<file path="config.mk">
export PLATFORM = sky130hd
export DESIGN_NAME = medidor_desempenho_mem_loader
export DESIGN_NICKNAME = d
export VERILOG_FILES = /design/src/rtl/medidor_desempenho_pkg.sv /design/src/rtl/medidor_desempenho_byte_packer.sv /design/src/rtl/medidor_desempenho_mem_loader.sv
export SDC_FILE = /design/constraint.sdc
export NUM_CORES = 1
export LEC_CHECK = 0
export BUFFER_PORTS_ARGS = -buffer_cell sky130_fd_sc_hd__buf_4
export CAP_MARGIN = 20
export CORE_MARGIN = 5
export CORE_UTILIZATION = 40
export DETAILED_ROUTE_END_ITERATION = 10
export MAX_ROUTING_LAYER = met4
export SETUP_SLACK_MARGIN = 0.3
export SLEW_MARGIN = 20
export SYNTH_ARGS = -nofsm -noshare
export SYNTH_HDL_FRONTEND = slang
export SYNTH_HIERARCHICAL = 1
export SYNTH_SLANG_ARGS = --single-unit
</file>
<file path="constraint.sdc">
create_clock -name clk -period 6.8 [get_ports clk]
set_clock_uncertainty 0.1 [all_clocks]
set_input_delay 0.34 -clock clk [delete_from_list [all_inputs] [get_ports clk]]
set_output_delay 0.34 -clock clk [all_outputs]
set_load 0.005 [all_outputs]
</file>
<file path="src/rtl/medidor_desempenho_pkg.sv">
// Shared constants, FSM state type and lane-mask helper for the program-memory loader.
package medidor_desempenho_pkg;

    localparam int ADDR_W = 13;
    localparam int DEPTH  = 8192;
    localparam int CNT_W  = 16;

    typedef enum logic [2:0] {
        IDLE,
        FILL,
        WRITE,
        RD_ISSUE,
        RD_CAPTURE,
        FINISH
    } state_t;

    // Expands a 4-bit byte-enable into a 32-bit mask, one byte of ones per enabled lane.
    function automatic logic [31:0] lane_mask(input logic [3:0] be);
        logic [31:0] mask;
        mask = '0;
        for (int i = 0; i < 4; i++) begin
            mask[i*8 +: 8] = {8{be[i]}};
        end
        return mask;
    endfunction

endpackage

</file>
<file path="src/rtl/medidor_desempenho_byte_packer.sv">
// Packs accepted bytes little-endian into a 32-bit word and tracks which lanes hold data.
module medidor_desempenho_byte_packer (
    input  logic        clk,
    input  logic        reset_n,
    input  logic        accept,
    input  logic [7:0]  data_byte,
    input  logic        flush_clear,
    output logic [31:0] word,
    output logic [3:0]  be,
    output logic        full
);

    logic [1:0] lane;

    // Load the next lane on each accepted byte; a flush empties the word for the next one.
    always_ff @(posedge clk) begin
        if (!reset_n || flush_clear) begin
            word <= '0;
            be   <= '0;
            lane <= '0;
        end else if (accept) begin
            word[{lane, 3'b000} +: 8] <= data_byte;
            be[lane]                  <= 1'b1;
            lane                      <= lane + 2'd1;
        end
    end

    assign full = (lane == 2'd3);

endmodule

</file>
<file path="src/rtl/medidor_desempenho_mem_loader.sv">
// Streams bytes into the program memory as packed words, then reads the region back and
// compares additive checksums of what was written against what was read.
module medidor_desempenho_mem_loader
    import medidor_desempenho_pkg::*;
(
    input  logic              clk,
    input  logic              reset_n,
    input  logic              start,
    input  logic [ADDR_W-1:0] base_addr,
    input  logic [CNT_W-1:0]  byte_count,
    input  logic [7:0]        s_data,
    input  logic              s_valid,
    output logic              s_ready,
    output logic [ADDR_W-1:0] m_address,
    output logic [3:0]        m_byteenable,
    output logic              m_chipselect,
    output logic              m_write,
    output logic [31:0]       m_writedata,
    output logic              m_clken,
    input  logic [31:0]       m_readdata,
    output logic              busy,
    output logic              done,
    output logic              error,
    output logic              mismatch,
    output logic [31:0]       checksum
);

    state_t            state;
    state_t            state_next;
    logic [ADDR_W-1:0] base_q;
    logic [CNT_W-1:0]  remaining;
    logic [CNT_W-1:0]  rd_left;
    logic [31:0]       wsum;
    logic [31:0]       rsum;
    logic [31:0]       rsum_next;
    logic [31:0]       rd_mask;
    logic [3:0]        last_be;
    logic [CNT_W:0]    nwords;
    logic [CNT_W:0]    range_end;
    logic              range_err;
    logic              accept;
    logic              flush_clear;
    logic              full;
    logic [31:0]       word;
    logic [3:0]        be;

    assign nwords      = ({1'b0, byte_count} + (CNT_W+1)'(3)) >> 2;
    assign range_end   = (CNT_W+1)'(base_addr) + nwords;
    assign range_err   = range_end > (CNT_W+1)'(DEPTH);
    assign accept      = s_valid & s_ready;
    assign flush_clear = (state == WRITE) || ((state == IDLE) && start);
    assign rd_mask     = (rd_left == CNT_W'(1)) ? lane_mask(last_be) : '1;
    assign rsum_next   = rsum + (m_readdata & rd_mask);

    assign m_clken      = reset_n;
    assign m_writedata  = word;
    assign m_byteenable = be;

    medidor_desempenho_byte_packer u_packer (
        .clk         (clk),
        .reset_n     (reset_n),
        .accept      (accept),
        .data_byte   (s_data),
        .flush_clear (flush_clear),
        .word        (word),
        .be          (be),
        .full        (full)
    );

    // State register.
    always_ff @(posedge clk) begin
        if (!reset_n) begin
            state <= IDLE;
        end else begin
            state <= state_next;
        end
    end

    // Next-state decode; a zero-length or out-of-range session skips straight to FINISH.
    always_comb begin
        state_next = state;
        case (state)
            IDLE: begin
                if (start) begin
                    if ((byte_count == '0) || range_err) begin
                        state_next = FINISH;
                    end else begin
                        state_next = FILL;
                    end
                end
            end
            FILL: begin
                if (accept && (full || (remaining == CNT_W'(1)))) begin
                    state_next = WRITE;
                end
            end
            WRITE: begin
                state_next = (remaining == '0) ? RD_ISSUE : FILL;
            end
            RD_ISSUE: begin
                state_next = RD_CAPTURE;
            end
            RD_CAPTURE: begin
                state_next = (rd_left == CNT_W'(1)) ? FINISH : RD_ISSUE;
            end
            FINISH: begin
                state_next = IDLE;
            end
            default: begin
                state_next = IDLE;
            end
        endcase
    end

    // Handshake and strobe outputs are registered from the state being entered.
    always_ff @(posedge clk) begin
        if (!reset_n) begin
            s_ready      <= 1'b0;
            m_chipselect <= 1'b0;
            m_write      <= 1'b0;
            busy         <= 1'b0;
            done         <= 1'b0;
        end else begin
            s_ready      <= (state_next == FILL);
            m_chipselect <= (state_next == WRITE) || (state_next == RD_ISSUE);
            m_write      <= (state_next == WRITE);
            busy         <= (state_next != IDLE);
            done         <= (state_next == FINISH);
        end
    end

    // Counters, shared write/read address pointer, checksums and sticky status flags.
    always_ff @(posedge clk) begin
        if (!reset_n) begin
            base_q    <= '0;
            remaining <= '0;
            rd_left   <= '0;
            wsum      <= '0;
            rsum      <= '0;
            last_be   <= '0;
            m_address <= '0;
            error     <= 1'b0;
            mismatch  <= 1'b0;
            checksum  <= '0;
        end else begin
            case (state)
                IDLE: begin
                    if (start) begin
                        base_q    <= base_addr;
                        remaining <= byte_count;
                        rd_left   <= nwords[CNT_W-1:0];
                        m_address <= base_addr;
                        wsum      <= '0;
                        rsum      <= '0;
                        mismatch  <= 1'b0;
                        error     <= range_err;
                        if ((byte_count == '0) || range_err) begin
                            checksum <= '0;
                        end
                    end
                end
                FILL: begin
                    if (accept && (remaining != '0)) begin
                        remaining <= remaining - CNT_W'(1);
                    end
                end
                WRITE: begin
                    wsum    <= wsum + word;
                    last_be <= be;
                    if (remaining == '0) begin
                        m_address <= base_q;
                    end else begin
                        m_address <= m_address + ADDR_W'(1);
                    end
                end
                RD_CAPTURE: begin
                    rsum <= rsum_next;
                    if (rd_left != '0) begin
                        rd_left <= rd_left - CNT_W'(1);
                    end
                    if (rd_left == CNT_W'(1)) begin
                        mismatch <= (rsum_next != wsum);
                        checksum <= wsum;
                    end else begin
                        m_address <= m_address + ADDR_W'(1);
                    end
                end
                default: begin
                end
            endcase
        end
    end

endmodule

</file>
==> key figures, run 1 <==
Outcome
  – Outcome: finished, final reports clean

Global routing
  – Met3 Use GR: 2.58%
  – Antenna violations before repair: 0
  – First-pass GRT wire length: 76500 um
  – GRT Total Usage: 24.5%
  – Total gr overflow: 0
  – Number of global-route vias before repair: 13300
  – Grt met2 use: 38.1%
  – GR Util met1: 34.5%
  – Global route hottest layer: met2
  – Largest net degree at the start of global routing: 82

Power and ir drop
  – Leakage Power: 0.00678 uW
  – Peak supply drop: 211 uV
  – Pwr dens: 237 nW/um2
  – Total power: 4000 uW

Cells and area
  – Layout cells sized above 1: 14.0%
  – Final core utilization: 47.4%
  – Ant. Diodes: 0
  – Most frequent cells in the layout: dfxtp_1 (206), buf_4 (177), nand2_1 (164)
  – Layout Nets: 2085
  – Most common cell after layout, fill and taps aside: dfxtp_1
  – P&R area growth vs syn: 17.2%

Logic synthesis
  – Synth area leaders: dfxtp_1 (29%), ha_1 (7.7%), o21ai_0 (5.2%)
  – Simple-Gate Fraction of Synth Area: 25.1%
  – Mux cell area share after synthesis: 0.774%
  – Syn Inst Count: 1803
  – Synth warn: 6
  – Avg Inst Size Synth: 7.98 um2
  – Ys flop type: dfxtp_1
  – Post-synthesis sequential area ratio: 28.7%
  – Yosys top cell by area: dfxtp_1
  – Compound-gate portion of the synthesized area: 26.9%
  – XOR/XNOR share of the synthesized area: 5.81%
  – FF+latch count, synth: 206
  – Adder-Cell Fraction of Synth Area: 8.23%
  – Asr flop ratio synth: 0%
  – Post-synth EDFFs: 0
  – Top cell type's share of synthesized area: 28.7%
  – Syn nets: 1968
  – Cell Area, Synth: 14400 um2
  – Synth cell types: 100
  – Largest family of logic cells by synthesized area: compound AO/OA/AOI/OAI gates

Setup path
  – CP bufs+invs: 0
  – Critical path class: reg -> reg
  – Worst setup EP type: flip-flop
  – Crit Path Max Fanout: 15
  – Slowest cell on crit path: a2111oi_0
  – Worst EP required: 7.12 ns
  – Crit-path cells: or4_4, nor4_4, nand3_4, nor2_1, nor2b_1, ha_1, o21a_1, o211ai_1, a311o_1, nand2_1, a21oi_1, xnor3_1, a2111oi_0, nand4_1, a2111oi_0, a31oi_1
  – CP startpoint kind: flip-flop
  – CP Data Arrival Time: 6.09 ns
  – Reg-to-reg setup timing slack: 1.03 ns
  – Critical path's top delay family: compound AO/OA/AOI/OAI gates
  – Top cell by count, worst path: a2111oi_0
  – Max incr delay on CP: 0.63 ns

Clock network
  – Num CTS Buffers: 25
  – # clock sinks: 206
  – Post-CTS Setup Bufs: 0
  – Clk pin slew, worst setup/hold paths: 0.06 ns
  – CTS tree: done
  – Later-pin clock latency in the skew report: 0.56 ns
  – Root buf cell: clkbuf_16
  – CTS H-Tree Depth: 1
  – Clock buffer depth: 3

Routing
  – Antenna-violating nets left: 0
  – Drt total wl: 49100 um
  – DR iter-0 viols: 1090
  – Via-to-Cell Ratio: 5.89
  – Total number of vias: 14100
  – Routed length per instance: 20.5 um
  – Detailed Routing Iterations Pass 1: 8
  – DRC Markers: 0

Floorplanning
  – Boundary pin count: 162
  – Initial core utilization: 40.4%
  – # rows: 69
  – DIE AREA: 39900 um2
  – Die H: 200 um
  – Core Area: 35600 um2
  – Die Width: 200 um

STA
  – Period utilization: 84.9%
  – Min Hold Slack: 0.0543 ns
  – Minimum clock period: 5.77 ns
  – Worst slew pin tran: 1.13 ns
  – Setup violations, final: 0
  – Final TNS setup: 0 ns
  – Unrepaired setup endpoints after global routing: no
  – Final hold violations: 0
  – Fmax: 173 MHz
  – Max-slew headroom: 24.2%
  – Slew Limit Fails: 0

Place
  – Dpl hpwl: 36400 um
  – Routability cong.: 0.924
  – Port Buffers: 161

Job
  – Maxcap violations: 0

Hold path
  – Hold crit path type: in -> reg
==> state kept, by name, indices dropped and copies added (netlist names), 3 cells and up <==
register / count
wsum: 32
rd_left: 16
m_address: 13
rsum: 32
state: 3
last_be: 4
u_packer/word: 32
checksum: 32
base_q: 13
u_packer/be: 4
remaining: 16
==> what timing repair did <==
action / CTS / global route
hold endpoints to repair: 45 / 0
gates resized for setup: 0 / 0
hold buffers: 21 / 0
==> Yosys cell counts (10+ instances only) <==
cell type and count:
a21o_1 28, a31oi_1 19, o211ai_1 20, a22oi_1 56
nor4_1 13, a211oi_1 10, nor2_1 115, nand2b_1 15
a32oi_1 21, a21oi_1 118, nor3_1 41, nor2b_1 102
mux2i_1 10, xor2_1 34, o21ai_0 149, xnor2_1 57
ha_1 89, a21boi_0 30, nor3b_1 11, buf_2 11
or3_1 10, nand3_1 53, nand2_1 164, and2_1 18
o21a_1 28, dfxtp_1 206, nand4_1 62, and3_1 23
inv_1 34, clkbuf_1 82
==> logic make-up after synthesis <==
kind of cell | Yosys count
xor gates and xnor gates | 93
buffers and inverters | 142
DFF | 206
muxes | 11
AOI/OAI and AO/OA | 578
and+or+nand+nor | 680
adders and majority gates | 93
==> power breakdown <==
group          leakage (uW)  switching, uW  total (uW)  internal, uW
Combinational       0.00470            775        1240           460
Sequential          0.00167           92.6        1390          1300
Clock              0.000413            575        1370           797
Total               0.00678           1440        4000          2550
==> worst paths after layout <==
kind / depth (start not counted) / endpoint / start
worst max-delay path: 16 / mismatch / rd_left[8]
worst min-delay path: 3 / remaining[12] / byte_count[12]
worst max register to register: 16 / mismatch / rd_left[8]
worst min register to register: 2 / checksum[30] / checksum[30]
==> worst register-to-register path, cell delays in order (launching register included) <==
cell	delay [ns]
dfxtp_1	0.34
or4_4	0.58
nor4_4	0.33
nand3_4	0.26
nor2_1	0.52
nor2b_1	0.14
ha_1	0.49
o21a_1	0.31
o211ai_1	0.34
a311o_1	0.20
nand2_1	0.20
a21oi_1	0.32
xnor3_1	0.26
a2111oi_0	0.63
nand4_1	0.18
a2111oi_0	0.30
a31oi_1	0.14
==> per-layer routing <==
layer | up-vias | routed length, um | share of wire, %
met4 | 0 | 1250 | 2.5
met2 | 430 | 22200 | 45
met1 | 6718 | 23100 | 47
met5 | - | 0 | 0
li1 | 6913 | - | -
met3 | 67 | 2500 | 5.1
==> stage by stage <==
| stage | area (um2) | setup WS, ns | cells |
|---|---|---|---|
| final | 16900 | 1.03 | 2399 |
| after global routing | 16900 | 0.573 | 2399 |
| after CTS | 16900 | 1.08 | 2399 |
| after detailed placement | 15800 | 1.09 | 2333 |
| after global placement | 15800 | 1.21 | 2333 |
| after floorplan | 14400 | 2.03 | 1803 |
==> layout make-up <==
cell class,count,area (um2)
Fill cell,3582,18700
Sequential cell,206,4120
Tap cell,461,577
Timing Repair Buffer,198,1540
Multi-Input combinational cell,1455,9660
Clock inverter,14,144
Clock buffer,31,688
Inverter,34,128
No activity file was read; power rests on OpenSTA's default activity.
==> run 2, diff against run 1 <==
- ABC_AREA: unset -> 1
- clock period: 6.8 -> 4.9 ns (I/O delays scaled with it)
==> key figures, run 2 <==
STA
  – Final hold violations: 0 (unchanged)
  – Unrepaired setup endpoints after global routing: no
  – Period utilization: 87.2% (+2.4 points)
  – Fmax: 234 MHz (+35%)
  – Setup ws final: 0.625 ns (-0.403 ns)
  – Final TNS setup: 0 ns (unchanged)
  – Setup violations, final: 0 (unchanged)
  – Worst slew pin tran: 1.05 ns (-0.0830 ns)
  – Slew Limit Fails: 0 (unchanged)
  – Minimum clock period: 4.27 ns (-1.50 ns)
  – Max-slew headroom: 29.9% (+5.7 points)

Logic synthesis
  – Synth cell types: 57 (-43%)
  – Syn nets: 2672 (+36%)
  – Top cell type's share of synthesized area: 27.0% (-1.6 points)
  – Avg Inst Size Synth: 6.09 um2 (-24%)
  – Post-synthesis sequential area ratio: 27.0% (-1.6 points)
  – Ys flop type: dfxtp_1
  – Yosys top cell by area: dfxtp_1
  – Synth top cells by count: nand2_1 (745), inv_1 (347), nor2_1 (279), a21oi_1 (243), dfxtp_1 (206)
  – Asr flop ratio synth: 0% (unchanged)
  – Synth warn: 6 (unchanged)
  – Cell Area, Synth: 15300 um2 (+6.1%)
  – Post-synth EDFFs: 0 (unchanged)
  – Synth area leaders: dfxtp_1 (27%), nand2_1 (18%), inv_1 (8.5%)
  – Cell with the most instances after synthesis: nand2_1
  – Syn Inst Count: 2507 (+39%)
  – FF+latch count, synth: 206 (unchanged)

Power and ir drop
  – Combinational group share of total power: 28.7% (-2.2 points)
  – Reg power frac: 34.9% (+0.2 points)
  – Leakage Power: 0.00899 uW (+33%)
  – Cell internal pwr: 3670 uW (+44%)
  – NetSw: 1960 uW (+36%)
  – Peak supply drop: 213 uV (+0.59%)
  – Share of total power in the clock network: 36.5% (+2.2 points)
  – Pwr dens: 311 nW/um2 (+31%)
  – Switching share of total power: 34.8% (-1.3 points)

Cells and area
  – Most common cell after layout, fill and taps aside: nand2_1
  – Final core utilization: 48.0% (+0.65 points)
  – Most frequent cells in the layout: nand2_1 (745), inv_1 (347), nor2_1 (274)
  – Ant. Diodes: 0 (unchanged)
  – Layout cells sized above 1: 10.6% (-3.4 points)
  – Filler Cell Count: 3960 (+11%)
  – Layout Nets: 2835 (+36%)
  – P&R area growth vs syn: 18.6%

Routing
  – Drt total wl: 52800 um (+7.6%)
  – DR iter-0 viols: 1238 (+14%)
  – Via-to-Cell Ratio: 5.15 (-13%)
  – Routed length per instance: 16.5 um (-19%)
  – Antenna-violating nets left: 0 (unchanged)
  – DRC Markers: 0 (unchanged)
  – Detailed Routing Iterations Pass 1: 6 (-2)
  – Total number of vias: 16500 (+17%)

Floorplanning
  – Die H: 205 um (+2.9%)
  – Core Area: 37700 um2 (+5.9%)
  – Boundary pin count: 162 (unchanged)
  – DIE AREA: 42200 um2 (+5.8%)
  – # rows: 71 (+2.9%)
  – Die Width: 205 um (+2.9%)
  – Initial core utilization: 40.5% (+0.077 points)

Setup path
  – Worst EP required: 5.21 ns (-1.91 ns)
  – CP startpoint kind: flip-flop
  – Critical path class: reg -> reg
  – Reg-to-reg setup timing slack: 0.63 ns (-0.40 ns)
  – Reg2Reg Launch Point: rd_left[8]
  – CP Data Arrival Time: 4.58 ns (-1.51 ns)
  – Crit path from: rd_left[8]
  – Worst setup EP type: flip-flop
  – Crit Path Max Fanout: 8 (-7)

Clock network
  – Clock buffer depth: 3 (unchanged)
  – Later-pin clock latency in the skew report: 0.56 ns (about the same)
  – Clk pin slew, worst setup/hold paths: 0.06 ns (about the same)
  – # clock sinks: 206 (unchanged)
  – CTS H-Tree Depth: 1 (unchanged)
  – Num CTS Buffers: 27 (+8.0%)
  – CTS tree: done
  – Root buf cell: clkbuf_16
  – Post-CTS Setup Bufs: 0 (unchanged)

Outcome
  – Outcome: finished, final reports clean

Place
  – Routability cong.: 0.985 (+6.6%)
  – Dpl hpwl: 40800 um (+12%)
  – Post-Place Worst Slack: 0.584 ns (-0.510 ns)
  – Port Buffers: 161 (unchanged)

Global routing
  – Largest net degree at the start of global routing: 66 (-20%)
  – First-pass GRT wire length: 82300 um (+7.5%)
  – Number of global-route vias before repair: 15300 (+15%)
  – Antenna violations before repair: 0 (unchanged)
  – GRT Total Usage: 24.9% (+0.39 points)
  – Total gr overflow: 0 (unchanged)

Job
  – Maxcap violations: 0 (unchanged)

Hold path
  – HP Start: byte_count[0]
  – Hold crit path type: in -> reg
## run 2: cell types whose count changed in the layout (fill, tap and decap cells not counted), moves of 23 or more
cell / previous run / this run
inv_1: 34 / 347
o21ai_0: 149 / 121
xnor2_1: 57 / 10
nor3_1: 40 / 17
a22oi_1: 56 / 4
nor2_1: 113 / 274
nor2b_1: 102 / 0
nand2_1: 164 / 745
a21boi_0: 30 / 2
nand3_1: 53 / 154
a21oi_1: 117 / 243
a21o_1: 28 / 5
nand4_1: 62 / 21
## run 2: kinds of logic (layout without fill, tap and decap cells)
family	count (synthesis)	in the layout	synth area share, %
AND/OR/NAND/NOR	1290	1290	35.2
XOR/XNOR	44	44	3.09
AO/OA/AOI/OAI	446	446	15.8
flip-flops	206	206	27.0
adder cells (fa/ha/maj)	92	92	7.69
buffers and inverters	429	612	11.1
## run 2: layout make-up
class / instances / area (um2) / area share (%)
Clock buffer: 36 / 729 / 4.03
Clock inverter: 13 / 178 / 0.982
Inverter: 359 / 1350 / 7.46
Multi-Input combinational cell: 1872 / 9460 / 52.3
Sequential cell: 206 / 4120 / 22.8
Tap cell: 511 / 639 / 3.53
Timing Repair Buffer: 204 / 1610 / 8.91
## run 2: path summary, 6_finish.rpt
path,endpoint,depth (start not counted)
worst min register to register,base_q[11],2
worst min-delay path,remaining[0],5
worst max register to register,mismatch,23
worst max-delay path,mismatch,23
## run 2: metal layers
layer	GRT usage, %	part of all wire [%]
met5	-	0
met4	6.17	2.4
met3	3.10	6.1
met2	38.7	44
met1	34.6	48
## run 2: critical path, stage by stage, from the launching register on
cell and delay, ns:
dfxtp_1 0.33, nor2_1 0.21, nand2_1 0.10, nor2_1 0.23, nand2_1 0.16, or2_2 0.40
nand2_1 0.11, inv_1 0.05, ha_1 0.29, fa_1 0.49, nand3_1 0.10, nand3_1 0.16
nand2_1 0.13, nand2_1 0.12, nand2_1 0.12, nand4_1 0.20, nand3b_1 0.15, nand2_1 0.06
nor2_1 0.14, nand2_1 0.09, nor2_1 0.15, nand3_1 0.10, nand2_1 0.07, a21oi_1 0.06
## run 2: timing repair
| item | CTS | global route |
|---|---|---|
| hold buffers | 32 | 0 |
| endpoints found under the setup margin | 0 | 1 |
| gates resized for setup | 0 | 2 |
| endpoints found under the hold margin | 48 | 0 |
## run 2: through the flow
stage | hold slack (ns) | power, uW | area, um2 | instances
floorplan | 0.280 | 3060 | 15300 | 2507
global placement | 0.336 | 3560 | 16900 | 3120
detailed placement | 0.336 | 3570 | 16900 | 3120
CTS | 0.0121 | 5670 | 18100 | 3201
global route | 0.0378 | 5970 | 18100 | 3201
finish | 0.0240 | 5630 | 18100 | 3201
## run 2: power groups by stage
| stage | clock network (uW) | registers [uW] | logic (uW) |
|---|---|---|---|
| 5_1_grt | 2170 | 1980 | 1810 |
| 6_report | 2050 | 1960 | 1610 |
| 2_1_floorplan | 0 | 1970 | 1090 |
| 3_3_place_gp | 0 | 1990 | 1570 |
| 3_5_place_dp | 0 | 2000 | 1580 |
| 4_1_cts | 2100 | 1960 | 1610 |
==> run 3, diff against run 2 <==
- CAP_MARGIN: 20 -> unset
- CORE_UTILIZATION: 40 -> 56
- CTS_BUF_LIST: unset -> sky130_fd_sc_hd__clkbuf_2 sky130_fd_sc_hd__clkbuf_4 sky130_fd_sc_hd__clkbuf_8
- PLACE_DENSITY: unset -> 0.8
==> key figures, run 3 (synthesis gave the netlist of run 2 again) <==
Outcome
  – Outcome: finished, final reports clean

STA
  – Minimum clock period: 4.28 ns (+0.00722 ns)
  – Max-slew headroom: 25.0% (-4.9 points)
  – Period utilization: 87.4% (+0.15 points)
  – Slew Limit Fails: 0 (unchanged)
  – Min Hold Slack: 0.0298 ns (+0.00572 ns)
  – Final TNS setup: 0 ns (unchanged)
  – Fmax: 234 MHz (-0.17%)
  – Final hold violations: 0 (unchanged)
  – Unrepaired setup endpoints after global routing: no
  – Worst slew pin tran: 1.12 ns (+0.0708 ns)
  – Setup violations, final: 0 (unchanged)

Setup path
  – CP startpoint kind: flip-flop
  – Worst setup EP type: flip-flop
  – CP Data Arrival Time: 4.60 ns (+0.02 ns)
  – Critical path class: reg -> reg
  – Worst EP required: 5.21 ns (about the same)
  – Crit Path Max Fanout: 8 (unchanged)

Floorplanning
  – DIE AREA: 30700 um2 (-27%)
  – Die Width: 175 um (-15%)
  – Die H: 175 um (-15%)
  – Initial core utilization: 56.8% (+16 points)
  – Boundary pin count: 162 (unchanged)
  – # rows: 60 (-15%)
  – Core Area: 26900 um2 (-29%)

Place
  – Dpl hpwl: 38600 um (-5.4%)
  – Placed instance area: 16700 um2 (-1.2%)
  – Port Buffers: 161 (unchanged)
  – Routability cong.: 1.04 (+5.6%)
  – Dpl cells: 2951 (-5.4%)

Routing
  – DRC Markers: 0 (unchanged)
  – DR iter-0 viols: 1632 (+32%)
  – Routed length per instance: 16.5 um (-0.19%)
  – Total number of vias: 17000 (+2.9%)
  – Detailed Routing Iterations Pass 1: 6 (unchanged)
  – Drt total wl: 50400 um (-4.5%)
  – Via-to-Cell Ratio: 5.54 (+7.6%)
  – Antenna-violating nets left: 0 (unchanged)

Job
  – Maxcap violations: 0 (unchanged)

Cells and area
  – Final core utilization: 66.7% (+19 points)
  – Reg area: 4120 um2 (unchanged)
  – Layout Nets: 2855 (+0.71%)
  – Layout cells sized above 1: 11.6% (+0.98 points)
  – Final Non-Filler Cells: 3062 (-4.3%)
  – Multi-input logic area: 9460 um2 (about the same)
  – Design Area, Final: 17900 um2 (-0.88%)
  – Filler Cell Count: 2511 (-37%)
  – P&R area growth vs syn: 17.5%
  – Most common cell after layout, fill and taps aside: nand2_1
  – Ant. Diodes: 0 (unchanged)
  – Most frequent cells in the layout: nand2_1 (745), inv_1 (347), nor2_1 (275)

Global routing
  – Number of global-route vias before repair: 15800 (+3.1%)
  – Largest net degree at the start of global routing: 67 (+1.5%)
  – Antenna violations before repair: 0 (unchanged)
  – Total gr overflow: 0 (unchanged)
  – First-pass GRT wire length: 80000 um (-2.8%)
  – GRT Total Usage: 32.6% (+7.7 points)

Clock network
  – # clock sinks: 206 (unchanged)
  – Root buf cell: clkbuf_8
  – CTS tree: done
  – Later-pin clock latency in the skew report: 0.55 ns (about the same)
  – Clock buffer depth: 3 (unchanged)
  – Clk pin slew, worst setup/hold paths: 0.06 ns (about the same)
  – Num CTS Buffers: 39 (+44%)
  – CTS H-Tree Depth: 2 (+1)
  – Post-CTS Setup Bufs: 0 (unchanged)

Hold path
  – Hold crit path type: in -> reg

Power and ir drop
  – Pwr dens: 305 nW/um2 (-1.8%)
  – Leakage Power: 0.00907 uW (+0.89%)
  – Peak supply drop: 247 uV (+16%)
-- run 3: changes by cell type in the layout (fill, tap and decap cells not counted), sizes merged --
cell         change
dlygate4sd3      +7
bufinv           -4
buf              +1
clkbuf          +31
clkinv           -2
clkinvlp         -2
-- run 3: final cells by class --
type	instances	area share (%)
Multi-Input combinational cell	1872	52.7
Sequential cell	206	23.0
Timing Repair Buffer	212	9.42
Inverter	359	7.53
Clock buffer	67	4.79
Tap cell	341	2.38
Clock inverter	5	0.174
-- run 3: power breakdown --
part / total [uW] / internal (uW) / switching [uW]
clock network: 1870 / 1100 / 768
logic: 1640 / 597 / 1040
registers: 1960 / 1830 / 129
total: 5470 / 3540 / 1940
-- run 3: final timing paths --
check | start | to | slack, ns | cells past startpoint
worst max-delay path | rd_left[4] | mismatch | 0.62 | 25
worst min-delay path | byte_count[15] | remaining[15] | 0.03 | 3
worst max register to register | rd_left[4] | mismatch | 0.62 | 25
worst min register to register | base_q[11] | base_q[11] | 0.36 | 2
-- run 3: repair_timing --
action	CTS	global route
hold buffers	39	0
resized for setup	0	1
hold endpoints to repair	48	0
endpoints found under the setup margin	0	1
-- run 3: worst max-delay path: stages, from the launching register on --
cell	delay (ns)
dfxtp_1	0.34
nor2_1	0.24
nand2_1	0.19
nor2_2	0.20
nand2_1	0.14
or2_2	0.40
nand2_1	0.09
inv_1	0.06
ha_1	0.29
fa_1	0.49
nand3_1	0.11
nand3_1	0.17
nand2_1	0.10
nand2_1	0.11
nand2_1	0.08
nand2_1	0.15
nand2_1	0.15
nand3_1	0.10
nand3_1	0.10
nand2_1	0.08
nor2_1	0.10
nand2_1	0.05
nor2_1	0.10
nand3_1	0.08
nand2_1	0.06
a21oi_1	0.06
-- run 3: per-layer routing --
layer | GRT usage [%] | vias to the layer above | wire length [um]
met1 | 44.1 | 7741 | 22300
met2 | 50.5 | 684 | 22300
met5 | - | - | 0
li1 | - | 8429 | -
met3 | 5.00 | 98 | 4300
met4 | 10.3 | 0 | 1460
-- run 3: through the flow --
stage / setup slack (ns) / total power [uW]
after floorplan: 1.40 / 3060
after global placement: 0.699 / 3530
after detailed placement: 0.644 / 3560
after CTS: 0.622 / 5480
after global routing: 0.306 / 5800
final: 0.618 / 5470
